### src/rtl/branch_predictor_btb.sv
// ---------------------------------------------------------------------------
// branch_predictor_btb
//
// Branch target buffer with a 2-bit (CNT_W) saturating direction counter per
// entry and round-robin replacement. The IF stage looks up fetch_pc
// combinationally to get a predicted next PC. The EX stage reports resolved
// branches/jumps, which train the table and raise flush/redirect_pc when the
// prediction carried down the pipeline turns out to be wrong.
//
// Ports
//   clk              rising-edge clock
//   reset            asynchronous active-high reset, clears all state
//   fetch_pc         PC being fetched
//   pred_hit         fetch_pc matches a valid entry
//   pred_taken       hit and counter MSB set
//   pred_target      stored target when pred_taken, else fetch_pc+1
//   exe_valid        EX holds a resolved control-flow instruction
//   exe_is_jump      unconditional jump (0 = conditional branch)
//   exe_pc           PC of the resolved instruction
//   exe_taken        actual direction (treated as 1 for jumps)
//   exe_target       actual taken target
//   exe_pred_taken   pred_taken carried down the pipeline
//   exe_pred_target  pred_target carried down the pipeline
//   flush            misprediction this cycle; kill IF/ID
//   redirect_pc      correct next PC when flush=1, else 0
//   mispredict_count saturating count of flush cycles
// ---------------------------------------------------------------------------
module branch_predictor_btb #(
  parameter int ADDR_W  = 16,
  parameter int ENTRIES = 8,
  parameter int CNT_W   = 2,
  parameter int STAT_W  = 16
) (
  input  logic              clk,
  input  logic              reset,
  input  logic [ADDR_W-1:0] fetch_pc,
  output logic              pred_hit,
  output logic              pred_taken,
  output logic [ADDR_W-1:0] pred_target,
  input  logic              exe_valid,
  input  logic              exe_is_jump,
  input  logic [ADDR_W-1:0] exe_pc,
  input  logic              exe_taken,
  input  logic [ADDR_W-1:0] exe_target,
  input  logic              exe_pred_taken,
  input  logic [ADDR_W-1:0] exe_pred_target,
  output logic              flush,
  output logic [ADDR_W-1:0] redirect_pc,
  output logic [STAT_W-1:0] mispredict_count
);

  localparam int IDX_W = $clog2(ENTRIES);
  localparam logic [CNT_W-1:0] CNT_MAX  = '1;
  localparam logic [CNT_W-1:0] CNT_WEAK = CNT_W'(1) << (CNT_W - 1);
  localparam logic [IDX_W-1:0] IDX_LAST = IDX_W'(ENTRIES - 1);

  // Table state
  logic              valid_q  [ENTRIES];
  logic [ADDR_W-1:0] tag_q    [ENTRIES];
  logic [ADDR_W-1:0] target_q [ENTRIES];
  logic [CNT_W-1:0]  cnt_q    [ENTRIES];
  logic              jmp_q    [ENTRIES];
  logic [IDX_W-1:0]  rr_q, rr_d;
  logic [STAT_W-1:0] count_q, count_d;

  // Lookup / update match results
  logic              lookupHit;
  logic [IDX_W-1:0]  lookupIdx;
  logic              exeHit;
  logic [IDX_W-1:0]  exeIdx;

  // Single-entry write port, next-state values for the written entry
  logic              wrEn;
  logic [IDX_W-1:0]  wrIdx;
  logic [ADDR_W-1:0] tag_d;
  logic [ADDR_W-1:0] target_d;
  logic [CNT_W-1:0]  cnt_d;
  logic              jmp_d;

  logic              effTaken;
  logic              mispredict;

  // Fetch-side associative match. Allocation only happens on a miss, so at
  // most one entry can match and the priority order of the loop is irrelevant.
  always_comb begin
    lookupHit = 1'b0;
    lookupIdx = '0;
    for (int i = 0; i < ENTRIES; i++) begin
      if (valid_q[i] && (tag_q[i] == fetch_pc)) begin
        lookupHit = 1'b1;
        lookupIdx = IDX_W'(i);
      end
    end
  end

  // Execute-side match against the pre-update table (no bypass).
  always_comb begin
    exeHit = 1'b0;
    exeIdx = '0;
    for (int i = 0; i < ENTRIES; i++) begin
      if (valid_q[i] && (tag_q[i] == exe_pc)) begin
        exeHit = 1'b1;
        exeIdx = IDX_W'(i);
      end
    end
  end

  assign pred_hit    = lookupHit;
  assign pred_taken  = lookupHit & cnt_q[lookupIdx][CNT_W-1];
  assign pred_target = pred_taken ? target_q[lookupIdx] : fetch_pc + ADDR_W'(1);

  // A jump is always taken regardless of what exe_taken says. A taken
  // prediction with the wrong target is a misprediction too.
  assign effTaken   = exe_taken | exe_is_jump;
  assign mispredict = exe_valid &
                      ((effTaken != exe_pred_taken) |
                       (effTaken & (exe_pred_target != exe_target)));

  assign flush       = mispredict;
  assign redirect_pc = mispredict ? (effTaken ? exe_target : exe_pc + ADDR_W'(1))
                                  : '0;
  assign mispredict_count = count_q;

  // Training: a hit updates the matching entry in place; a taken miss
  // allocates at the round-robin pointer, overwriting whatever is there.
  // Not-taken misses leave the table untouched so cold fall-through branches
  // do not pollute it.
  always_comb begin
    wrEn     = 1'b0;
    wrIdx    = exeIdx;
    tag_d    = exe_pc;
    target_d = target_q[exeIdx];
    cnt_d    = cnt_q[exeIdx];
    jmp_d    = jmp_q[exeIdx];
    rr_d     = rr_q;
    if (exe_valid) begin
      if (exeHit) begin
        wrEn = 1'b1;
        if (jmp_q[exeIdx] || exe_is_jump) begin
          cnt_d    = CNT_MAX;
          jmp_d    = 1'b1;
          target_d = exe_target;
        end else if (exe_taken) begin
          if (cnt_q[exeIdx] != CNT_MAX) begin
            cnt_d = cnt_q[exeIdx] + CNT_W'(1);
          end
          target_d = exe_target;
        end else begin
          if (cnt_q[exeIdx] != '0) begin
            cnt_d = cnt_q[exeIdx] - CNT_W'(1);
          end
        end
      end else if (effTaken) begin
        wrEn     = 1'b1;
        wrIdx    = rr_q;
        target_d = exe_target;
        jmp_d    = exe_is_jump;
        cnt_d    = exe_is_jump ? CNT_MAX : CNT_WEAK;
        rr_d     = (rr_q == IDX_LAST) ? '0 : rr_q + IDX_W'(1);
      end
    end
  end

  // Statistics counter sticks at all-ones instead of wrapping.
  always_comb begin
    count_d = count_q;
    if (mispredict && (count_q != '1)) begin
      count_d = count_q + STAT_W'(1);
    end
  end

  // State registers. An asynchronous reset during an update cycle wins, so
  // the pending write is simply lost.
  always_ff @(posedge clk or posedge reset) begin
    if (reset) begin
      for (int i = 0; i < ENTRIES; i++) begin
        valid_q[i]  <= 1'b0;
        tag_q[i]    <= '0;
        target_q[i] <= '0;
        cnt_q[i]    <= '0;
        jmp_q[i]    <= 1'b0;
      end
      rr_q    <= '0;
      count_q <= '0;
    end else begin
      if (wrEn) begin
        valid_q[wrIdx]  <= 1'b1;
        tag_q[wrIdx]    <= tag_d;
        target_q[wrIdx] <= target_d;
        cnt_q[wrIdx]    <= cnt_d;
        jmp_q[wrIdx]    <= jmp_d;
      end
      rr_q    <= rr_d;
      count_q <= count_d;
    end
  end

endmodule

### config.mk
export PLATFORM = sky130hd
export DESIGN_NAME = branch_predictor_btb
export DESIGN_NICKNAME = d
export VERILOG_FILES = /design/src/rtl/branch_predictor_btb.sv
export SDC_FILE = /design/constraint.sdc
export NUM_CORES = 1
export LEC_CHECK = 0
export CAP_MARGIN = 5
export CORE_AREA = 2 2 249 251
export CTS_CLUSTER_SIZE = 28
export DETAILED_ROUTE_END_ITERATION = 16
export DIE_AREA = 0 0 251 253
export PLACE_DENSITY = 0.55
export SETUP_SLACK_MARGIN = 0.1
export SLEW_MARGIN = 20
export SYNTH_ARGS = -nofsm -noshare
export SYNTH_HDL_FRONTEND = slang
export SYNTH_SLANG_ARGS = --single-unit
### constraint.sdc
create_clock -name clk -period 12.3 [get_ports clk]
set_input_delay 1.845 -clock clk [delete_from_list [all_inputs] [get_ports clk]]
set_output_delay 1.845 -clock clk [all_outputs]
set_load 0.01 [all_outputs]
==> impl_metrics.yaml, run 1 <==
power:
  clock_power_share_pct: 22.8
  pwr-share-seq_pct: 40.2
  irDropWorstVdd_mv: 0.0932
  switchingPower_mw: 1.93
  leakage_nw: 10.0
  powerDensity_nw_per_um2: 203
  switching_share_pct: 39.7
  p_int_mw: 2.93
  power_frac_comb_pct: 36.9
synth:
  yosys.cell_types.count: 85
  ys.flop_type: "dfrtp_1"
  ys_ff_latch: 307
  synthesis.nets: 2481
  synth_area_per_cell_sq_um: 8.77
  async_flop_share_pct: 100
  synth_area_sq_um: 21100
  synth_edf_count: 0
  syn_inst: 2406
  yosysSeqAreaShare_pct: 36.4
  yosys_warnings: 0
floorplanning:
  die_x_microns: 251
  fp-row-count: 91
  fp.dieH_microns: 253
  fp.coreArea_sq_um: 61000
  initial_core_util_pct: 34.6
  dieArea_sq_um: 63500
  boundaryPins: 121
layout:
  nFillCells: 6061
  drive_gt1_share_pct: 11.1
  fin_area_sq_um: 24000
  instances_no_fill: 3239
  areaGrowthSynthToFinish_pct: 13.8
  nets: 2500
sta:
  worst_slew_pin_slew_ns: 1.15
  skew_ns: 0.0382
  rsz0062_at_grt: "false"
  slew_violations: 0
  max_clock_freq_mhz: 106
  fin_crit_ns: 9.43
  fin_crit_sh_pct: 76.7
  setup_slack_ns: 2.87
  maxSlewHeadroom_pct: 23.1
  finalSetupViolations: 0
  hold_ws_ns: 0.485
  hold_violations: 0
  setup_tns_ns: 0
critical_path:
  path_class: "primary input to primary output"
  critPathCaptureType: "primary output"
  critPathLaunchType: "primary input"
  crit_fanout: 65
  reg2reg_setup_slack_ns: 6.85
  critPathArrivalTime_ns: 7.59
  rr_worst_depth: 13
  r2r_end: "target_q[36]"
  cp_data_required_time_ns: 10.45
  r2r_start: "tag_q[12]"
routing:
  via_per_inst: 5.88
  vias: 19100
  wl_mm: 82.3
  drc: 0
  wire_per_inst_microns: 25.4
  ant_nets: 0
  firstDrtPassIters: 5
  drtIter0Drc: 1935
clock_tree:
  cts_resized: 0
  clk_latency_ns: 0.59
  ctsHoldBuffers: 0
  cts.path.max_buffers: 3
  clock_sinks: 307
  clkSlewWorstSetupHoldPaths_ns: 0.06
  cts_tree: "done"
  cts_root_buf: "clkbuf_16"
  numCtsBuffers: 40
  h-tree-depth: 2
  postCtsSetupBuffers: 0
worst_hold_path:
  hold_depth: 2
  whs_endpoint: "jmp_q[3]"
  hold_path_class: "register to register"
  hold_path.startpoint: "jmp_q[3]"
grt:
  antenna_found_initial: 2
  grt_start_max_net_pins: 123
  overflow: 0
  grt_use_total_pct: 25.6
  first_global_vias: 18800
  grt_pass1_wl_mm: 122
place:
  port_buffers: 120
  routabilityCongestion: 0.913
  placed_cell_area_sq_um: 22800
  post-place-ws_ns: 2.83
  place_inst: 3171
  post-dp-hpwl_mm: 52.8
job:
  max-cap-violations: 0
outcome:
  status: "completed"
-- logic make-up (layout without fill, tap and decap cells) --
logic type               count (synthesis)  after routing  synth area share (%)
AO/OA/AOI/OAI                          326            326                  12.7
XOR/XNOR                               318            318                  13.2
adder cells (fa/ha/maj)                  5              5                 0.296
buffers and inverters                  204            246                  5.03
flip-flops                             307            307                  36.4
multiplexers                           191            191                  9.65
other                                    0              1                     0
AND/OR/NAND/NOR                       1055           1055                  22.7
-- stage by stage --
step	utilization, %	power (mW)
2_1_floorplan	-	3.17
3_3_place_gp	37.3	3.66
3_5_place_dp	37.3	3.72
4_1_cts	39.3	4.85
5_1_grt	39.4	5.17
6_report	39.4	4.87
-- cells in the mapped netlist (5+ instances only) --
master / number / share of area (%)
nand2_1: 631 / 11
dfrtp_1: 307 / 36
xnor2_1: 205 / 8.5
nor2_1: 144 / 2.6
o221ai_1: 128 / 5.3
xor2_1: 113 / 4.7
mux2_2: 93 / 5.0
mux2i_1: 91 / 4.3
clkbuf_1: 84 / 1.5
a211oi_1: 62 / 2.2
nand4_1: 56 / 1.7
buf_2: 51 / 1.2
a21oi_1: 44 / 1.0
nand3_1: 37 / 0.88
nor4_1: 30 / 0.89
buf_4: 26 / 0.92
buf_6: 18 / 0.96
and4_1: 17 / 0.71
nor3_1: 17 / 0.40
or4_1: 17 / 0.60
and3_1: 16 / 0.47
buf_1: 15 / 0.27
nand2b_1: 13 / 0.39
o22ai_2: 13 / 0.77
nor3b_1: 10 / 0.36
nor4b_1: 10 / 0.41
or2_2: 10 / 0.30
inv_1: 9 / 0.16
o21ai_0: 8 / 0.19
and2_1: 7 / 0.21
mux2_1: 7 / 0.37
or3_1: 7 / 0.21
a221oi_1: 6 / 0.25
ha_1: 5 / 0.30
o21a_1: 5 / 0.18
o22ai_1: 5 / 0.15
-- power groups by stage --
stage / combinational, mW / clock, mW / sequential (mW)
finish: 1.80 / 1.11 / 1.96
global route: 2.00 / 1.17 / 2.00
CTS: 1.78 / 1.13 / 1.94
detailed placement: 1.77 / 0 / 1.95
global placement: 1.71 / 0 / 1.94
floorplan: 1.38 / 0 / 1.79
-- flip-flops by register name, indices dropped and copies added (netlist names) --
name              cells
jmp_q                 8
valid_q               8
target_q            128
tag_q               128
mispredict_count     16
cnt_q                16
rr_q                  3
-- per-layer routing --
metal / global-route usage (%) / part of all wire [%] / vias to the layer above
li1: - / - / 8488
met1: 34.2 / 43 / 9488
met2: 40.9 / 45 / 862
met3: 3.87 / 7.0 / 219
met4: 11.8 / 4.9 / 0
met5: 0 / 0 / -
-- area by class of cell --
cell class | instances | area, sq um | area share [%]
diodes | 1 | 2.50 | 0.0104
clock buffers | 54 | 1090 | 4.55
clock inverters | 11 | 101 | 0.422
inverters | 10 | 45.0 | 0.188
multi-input cells | 1895 | 12500 | 51.9
flip-flops and latches | 307 | 7680 | 32.0
well taps | 790 | 988 | 4.12
repair buffers | 171 | 1640 | 6.81
-- worst max path at each step --
stage | from | to | slack (ns) | depth (start not counted)
finish | fetch_pc[7] | pred_target[1] | 2.87 | 13
global route | fetch_pc[10] | pred_target[1] | 2.62 | 13
CTS | fetch_pc[3] | pred_target[1] | 2.79 | 11
detailed placement | fetch_pc[3] | pred_target[1] | 2.83 | 11
global placement | fetch_pc[3] | pred_target[1] | 2.82 | 11
floorplan | reset | cnt_q[0] | 1.97 | 1
-- critical path, cell delays in order --
cell	delay [ns]
clkdlybuf4s50_1	1.09
xor2_1	0.18
or4_1	0.51
nor3b_1	0.22
nand4_1	0.20
a311oi_2	0.50
nand2b_2	0.20
buf_4	0.60
mux2_2	0.29
o21ai_0	0.16
o22ai_4	0.80
mux2_2	0.47
clkdlybuf4s50_1	0.50
-- layout by cell type (no fill, tap or decap), types with 12 or more instances in the layout --
cell / instances
and3_1: 16
nand2_1: 627
dfrtp_1: 307
o221ai_1: 128
buf_4: 48
mux2_2: 93
xnor2_1: 205
o22ai_2: 13
a211oi_1: 62
and4_1: 17
mux2i_1: 91
nand3_1: 37
nor2_1: 142
nor3_1: 17
xor2_1: 113
nand4_1: 56
nor4_1: 30
nand2b_1: 12
or4_1: 16
clkdlybuf4s50_1: 120
clkbuf_16: 40
a21oi_1: 43
No activity file was read; power rests on OpenSTA's default activity.
==> run 2: changes to the inputs <==
PLACE_DENSITY = 0.57   (was 0.55)
clock period = 8.2 ns   (was 12.3 ns; I/O delays follow)
==> run 2 against run 1 <==
Net effect:
- non-clock buffer count rose by 25
- largest power group unchanged
- critical path type unchanged
- global-route usage rose by 0.49 points
- via count up 1.8%
- clock skew increased by 0.0020 ns
- largest cell class unchanged
- register-to-register slack worse by 3.5 ns
- final area up 1.5%
- critical endpoint is now pred_target[6]
- cell count up 1.1%
- core utilization increased by 0.59 points
- clock power rose by 62%
- die area did not move
- flip-flop and latch count unchanged
- critical path depth is the same
==> impl_metrics.yaml, run 2 (same netlist as run 1, synthesis figures left out) <==
place:
  post-dp-hpwl_mm: 57.6
  place_inst: 3198
  placed_cell_area_sq_um: 23000
  post-place-ws_ns: 0.843
  routabilityCongestion: 0.962
  port_buffers: 120
sta:
  worst_slew_pin_slew_ns: 1.14
  hold_violations: 0
  skew_ns: 0.0402
  maxSlewHeadroom_pct: 23.6
  finalSetupViolations: 0
  setup_slack_ns: 0.708
  max_clock_freq_mhz: 133
  setup_tns_ns: 0
  rsz0062_at_grt: "false"
  fin_crit_sh_pct: 91.4
  slew_violations: 0
  fin_crit_ns: 7.49
critical_path:
  critPathMostFrequentCell: "clkdlybuf4s50_1"
  cp_data_required_time_ns: 6.97
  cp.buffers_inverters: 3
  cp_cell_sequence: "clkdlybuf4s50_1 > xnor2_1 > nand2_1 > nor4bb_1 > nand4_1 > a311oi_2 > nand2b_2 > mux2_2 > o21ai_0 > o22ai_4 > buf_4 > mux2i_1 > clkdlybuf4s50_1"
  critPathCaptureType: "primary output"
  path_class: "primary input to primary output"
  r2r_end: "target_q[30]"
  critPathArrivalTime_ns: 6.26
  r2r_start: "tag_q[104]"
  reg2reg_setup_slack_ns: 3.35
  critPathTopFamily: "buffers and inverters"
  cp_slowest_cell: "clkdlybuf4s50_1"
  slowest_delay_ns: 0.96
  crit_fanout: 16
  critPathLaunchType: "primary input"
  rr_worst_depth: 11
grt:
  first_global_vias: 18800
  antenna_found_initial: 4
  grt_pass1_wl_mm: 124
  grt_use_total_pct: 26.1
  grt_start_max_net_pins: 157
  overflow: 0
power:
  leakage_nw: 10.2
  irDropWorstVdd_mv: 0.153
  powerDensity_nw_per_um2: 308
clock_tree:
  h-tree-depth: 2
  postCtsSetupBuffers: 0
  numCtsBuffers: 41
  cts_root_buf: "clkbuf_16"
  cts_tree: "done"
  clk_latency_ns: 0.58
  clkSlewWorstSetupHoldPaths_ns: 0.06
  clock_sinks: 307
  cts_resized: 0
  cts.path.max_buffers: 3
  ctsHoldBuffers: 0
job:
  max-cap-violations: 0
outcome:
  status: "completed"
floorplanning:
  dieArea_sq_um: 63500
  fp-row-count: 91
  fp.coreArea_sq_um: 61000
  initial_core_util_pct: 34.6
  die_x_microns: 251
  boundaryPins: 121
  fp.dieH_microns: 253
layout:
  fin_area_sq_um: 24400
  multi_input_area_sq_um: 12500
  seq_area_sq_um: 7680
  drive_gt1_share_pct: 12.2
  largest_registers: "tag_q (128), target_q (128)"
  layout_commonest_cell: "nand2_1"
  instances_no_fill: 3275
  nets: 2526
  areaGrowthSynthToFinish_pct: 15.5
  nFillCells: 6082
  final_cell_mix: "nand2_1 (627), dfrtp_1 (307), xnor2_1 (205)"
routing:
  via_per_inst: 5.93
  drc: 0
  ant_nets: 0
  wl_mm: 84.3
  drtIter0Drc: 1982
  wire_per_inst_microns: 25.8
  vias: 19400
  firstDrtPassIters: 5
worst_hold_path:
  whs_endpoint: "jmp_q[0]"
  hold_depth: 2
  hold_path_class: "register to register"
  hold_path.startpoint: "jmp_q[0]"
-- run 2: changes by cell type in the layout (fill, tap and decap cells not counted), sizes merged --
cell and delta:
inv -1, clkbuf +8, clkinvlp +3, clkinv -1, diode +2, buf +25
-- run 2: final cells by class --
type                            count  area share [%]
Antenna cell                        3          0.0308
Clock buffer                       62            5.07
Clock inverter                     12           0.457
Inverter                           10           0.169
Multi-Input combinational cell   1895            51.1
Sequential cell                   307            31.5
Tap cell                          790            4.05
Timing Repair Buffer              196            7.63
-- run 2: report_power, final --
| part | internal [mW] | switching, mW | total [mW] |
|---|---|---|---|
| Sequential | 2.18 | 0.779 | 2.96 |
| Combinational | 1.27 | 1.47 | 2.74 |
| Clock | 1.07 | 0.728 | 1.80 |
-- run 2: worst min-delay path, delay by kind of cell (launching register included) --
family           cells  cell delay [ns]
flip-flops           1             0.35
AND/OR/NAND/NOR      2             0.10
-- run 2: how the worst max path moves through the flow --
| stage | startpoint | endpoint | slack [ns] | cells past startpoint |
|---|---|---|---|---|
| 3_3_place_gp | fetch_pc[13] | pred_target[6] | 0.99 | 14 |
| 4_1_cts | fetch_pc[1] | pred_target[6] | 0.82 | 13 |
| 6_report | fetch_pc[1] | pred_target[6] | 0.71 | 13 |
| 5_1_grt | fetch_pc[12] | pred_target[6] | 0.63 | 14 |
| 2_1_floorplan | fetch_pc[0] | pred_target[10] | 2.78 | 12 |
| 3_5_place_dp | fetch_pc[1] | pred_target[6] | 0.84 | 13 |
-- run 2: per-layer routing --
layer / global-route usage, % / routed length (microns)
met1: 35.9 / 36500
met2: 40.0 / 36800
met3: 4.82 / 7200
met4: 11.3 / 3850
met5: 0 / 14
-- run 2: metrics by stage --
stage | utilization [%] | hold slack [ns] | power (mW)
2_1_floorplan | - | 0.438 | 4.76
3_3_place_gp | 37.7 | 0.459 | 5.57
3_5_place_dp | 37.7 | 0.474 | 5.64
4_1_cts | 39.9 | 0.492 | 7.48
5_1_grt | 39.9 | 0.503 | 7.95
6_report | 39.9 | 0.490 | 7.50
==> run 3: changes to the inputs <==
CORE_AREA = 2 2 199 201   (was 2 2 249 251)
DIE_AREA = 0 0 201 203   (was 0 0 251 253)
PLACE_DENSITY = 0.81   (was 0.57)
==> run 3 against run 2 <==
Net effect:
- non-clock buffer count up 9
- clock power down 7%
- cell count decreased by 8.5%
- sequential power is essentially flat
==> impl_metrics.yaml, run 3 (same netlist as run 1, synthesis figures left out) <==
routing:
  via_per_inst: 6.71
  vias: 20100
  wl_mm: 79.4
  ant_nets: 0
  drtIter0Drc: 2631
  wire_per_inst_microns: 26.5
  drc: 0
  firstDrtPassIters: 6
power:
  clock_power_share_pct: 22.7
  pwr-share-seq_pct: 40.0
  switchingPower_mw: 2.95
  leakage_nw: 10.2
  irDropWorstVdd_mv: 0.194
  switching_share_pct: 39.9
  p_int_mw: 4.45
  power_frac_comb_pct: 37.3
  powerDensity_nw_per_um2: 310
layout:
  areaGrowthSynthToFinish_pct: 13.3
  finish.utilization_pct: 62.2
  instances_no_fill: 2995
  largest_registers: "tag_q (128), target_q (128)"
  nets: 2530
  layout_commonest_cell: "nand2_1"
  fin_area_sq_um: 23900
  drive_gt1_share_pct: 12.2
  final_cell_mix: "nand2_1 (627), dfrtp_1 (307), xnor2_1 (205)"
  antenna_cells: 0
place:
  post-dp-hpwl_mm: 53.7
  placed_cell_area_sq_um: 22700
  routabilityCongestion: 1.06
  place_inst: 2934
  port_buffers: 120
floorplanning:
  boundaryPins: 121
  dieArea_sq_um: 40800
  fp.dieH_microns: 203
  die_x_microns: 201
  initial_core_util_pct: 54.9
  fp-row-count: 72
  fp.coreArea_sq_um: 38500
grt:
  grt_use_met1_pct: 50.1
  grt_pass1_wl_mm: 120
  use_met2_pct: 56.3
  first_global_vias: 19700
  overflow: 0
  antenna_found_initial: 2
  grt_use_total_pct: 38.6
  grt.met3_usage_pct: 11.2
  top_usage_layer: "met2"
  grt_start_max_net_pins: 169
sta:
  finalSetupViolations: 0
  fin_crit_ns: 7.33
  hold_violations: 0
  maxSlewHeadroom_pct: 19.2
  skew_ns: 0.0361
  setup_tns_ns: 0
  fin_crit_sh_pct: 89.3
  slew_violations: 0
  hold_ws_ns: 0.490
  rsz0062_at_grt: "false"
  max_clock_freq_mhz: 137
  worst_slew_pin_slew_ns: 1.21
clock_tree:
  numCtsBuffers: 36
  clkSlewWorstSetupHoldPaths_ns: 0.06
  ctsHoldBuffers: 0
  clock_sinks: 307
  clk_latency_ns: 0.58
  cts_tree: "done"
  cts.path.max_buffers: 3
  h-tree-depth: 2
  cts_resized: 0
  postCtsSetupBuffers: 0
  cts_root_buf: "clkbuf_16"
critical_path:
  critPathArrivalTime_ns: 6.10
  path_class: "primary input to primary output"
  critPathLaunchType: "primary input"
  critPathCaptureType: "primary output"
  cp_data_required_time_ns: 6.97
  crit_fanout: 12
outcome:
  status: "completed"
worst_hold_path:
  hold_path_class: "register to register"
job:
  max-cap-violations: 0
## run 3: final timing paths
path | start | to | slack (ns) | depth (start not counted)
worst max-delay path | fetch_pc[4] | pred_target[8] | 0.87 | 13
max in group asynchronous | reset | tag_q[23] | 5.48 | 3
worst min register to register | mispredict_count[12] | mispredict_count[12] | 0.49 | 1
min in group asynchronous | reset | tag_q[63] | 1.23 | 2
worst min-delay path | mispredict_count[12] | mispredict_count[12] | 0.49 | 1
worst max register to register | tag_q[104] | target_q[8] | 3.52 | 11
## run 3: critical path: stages
cell	delay, ns
clkdlybuf4s50_1	1.02
xor2_1	0.20
nor4b_1	0.37
and3_1	0.26
o211ai_1	0.15
a311oi_2	0.39
nand2b_2	0.26
mux2_2	0.17
o21ai_0	0.16
o22ai_4	0.72
buf_4	0.26
mux2i_1	0.26
clkdlybuf4s50_1	0.61
## run 3: final cells by class
type / instances / area (sq um)
Clock inverter: 13 / 179
Sequential cell: 307 / 7680
Multi-Input combinational cell: 1895 / 12400
Inverter: 10 / 41.3
Clock buffer: 47 / 1020
Fill cell: 3181 / 14500
Tap cell: 518 / 648
Timing Repair Buffer: 205 / 1900
## run 3: power groups by stage
stage / combinational [mW] / sequential (mW) / clock (mW)
final: 2.76 / 2.97 / 1.68
after global routing: 3.04 / 3.03 / 1.75
after CTS: 2.71 / 2.92 / 1.68
after detailed placement: 2.68 / 2.94 / 0
after global placement: 2.58 / 2.91 / 0
after floorplan: 2.07 / 2.69 / 0
## run 3: per-stage QoR
stage                     setup slack, ns  total power, mW
after floorplan                      2.78             4.76
after global placement               1.09             5.49
after detailed placement            0.957             5.62
after CTS                           0.949             7.31
after global routing                0.782             7.82
final                               0.874             7.41
## run 3: layer usage
metal | part of all wire (%) | wire length [microns] | vias to the layer above
met4 | 7.2 | 5720 | 2
met2 | 42 | 33500 | 1508
met1 | 38 | 29800 | 9619
met3 | 13 | 10300 | 411
met5 | 0.015 | 12 | -
li1 | - | - | 8548
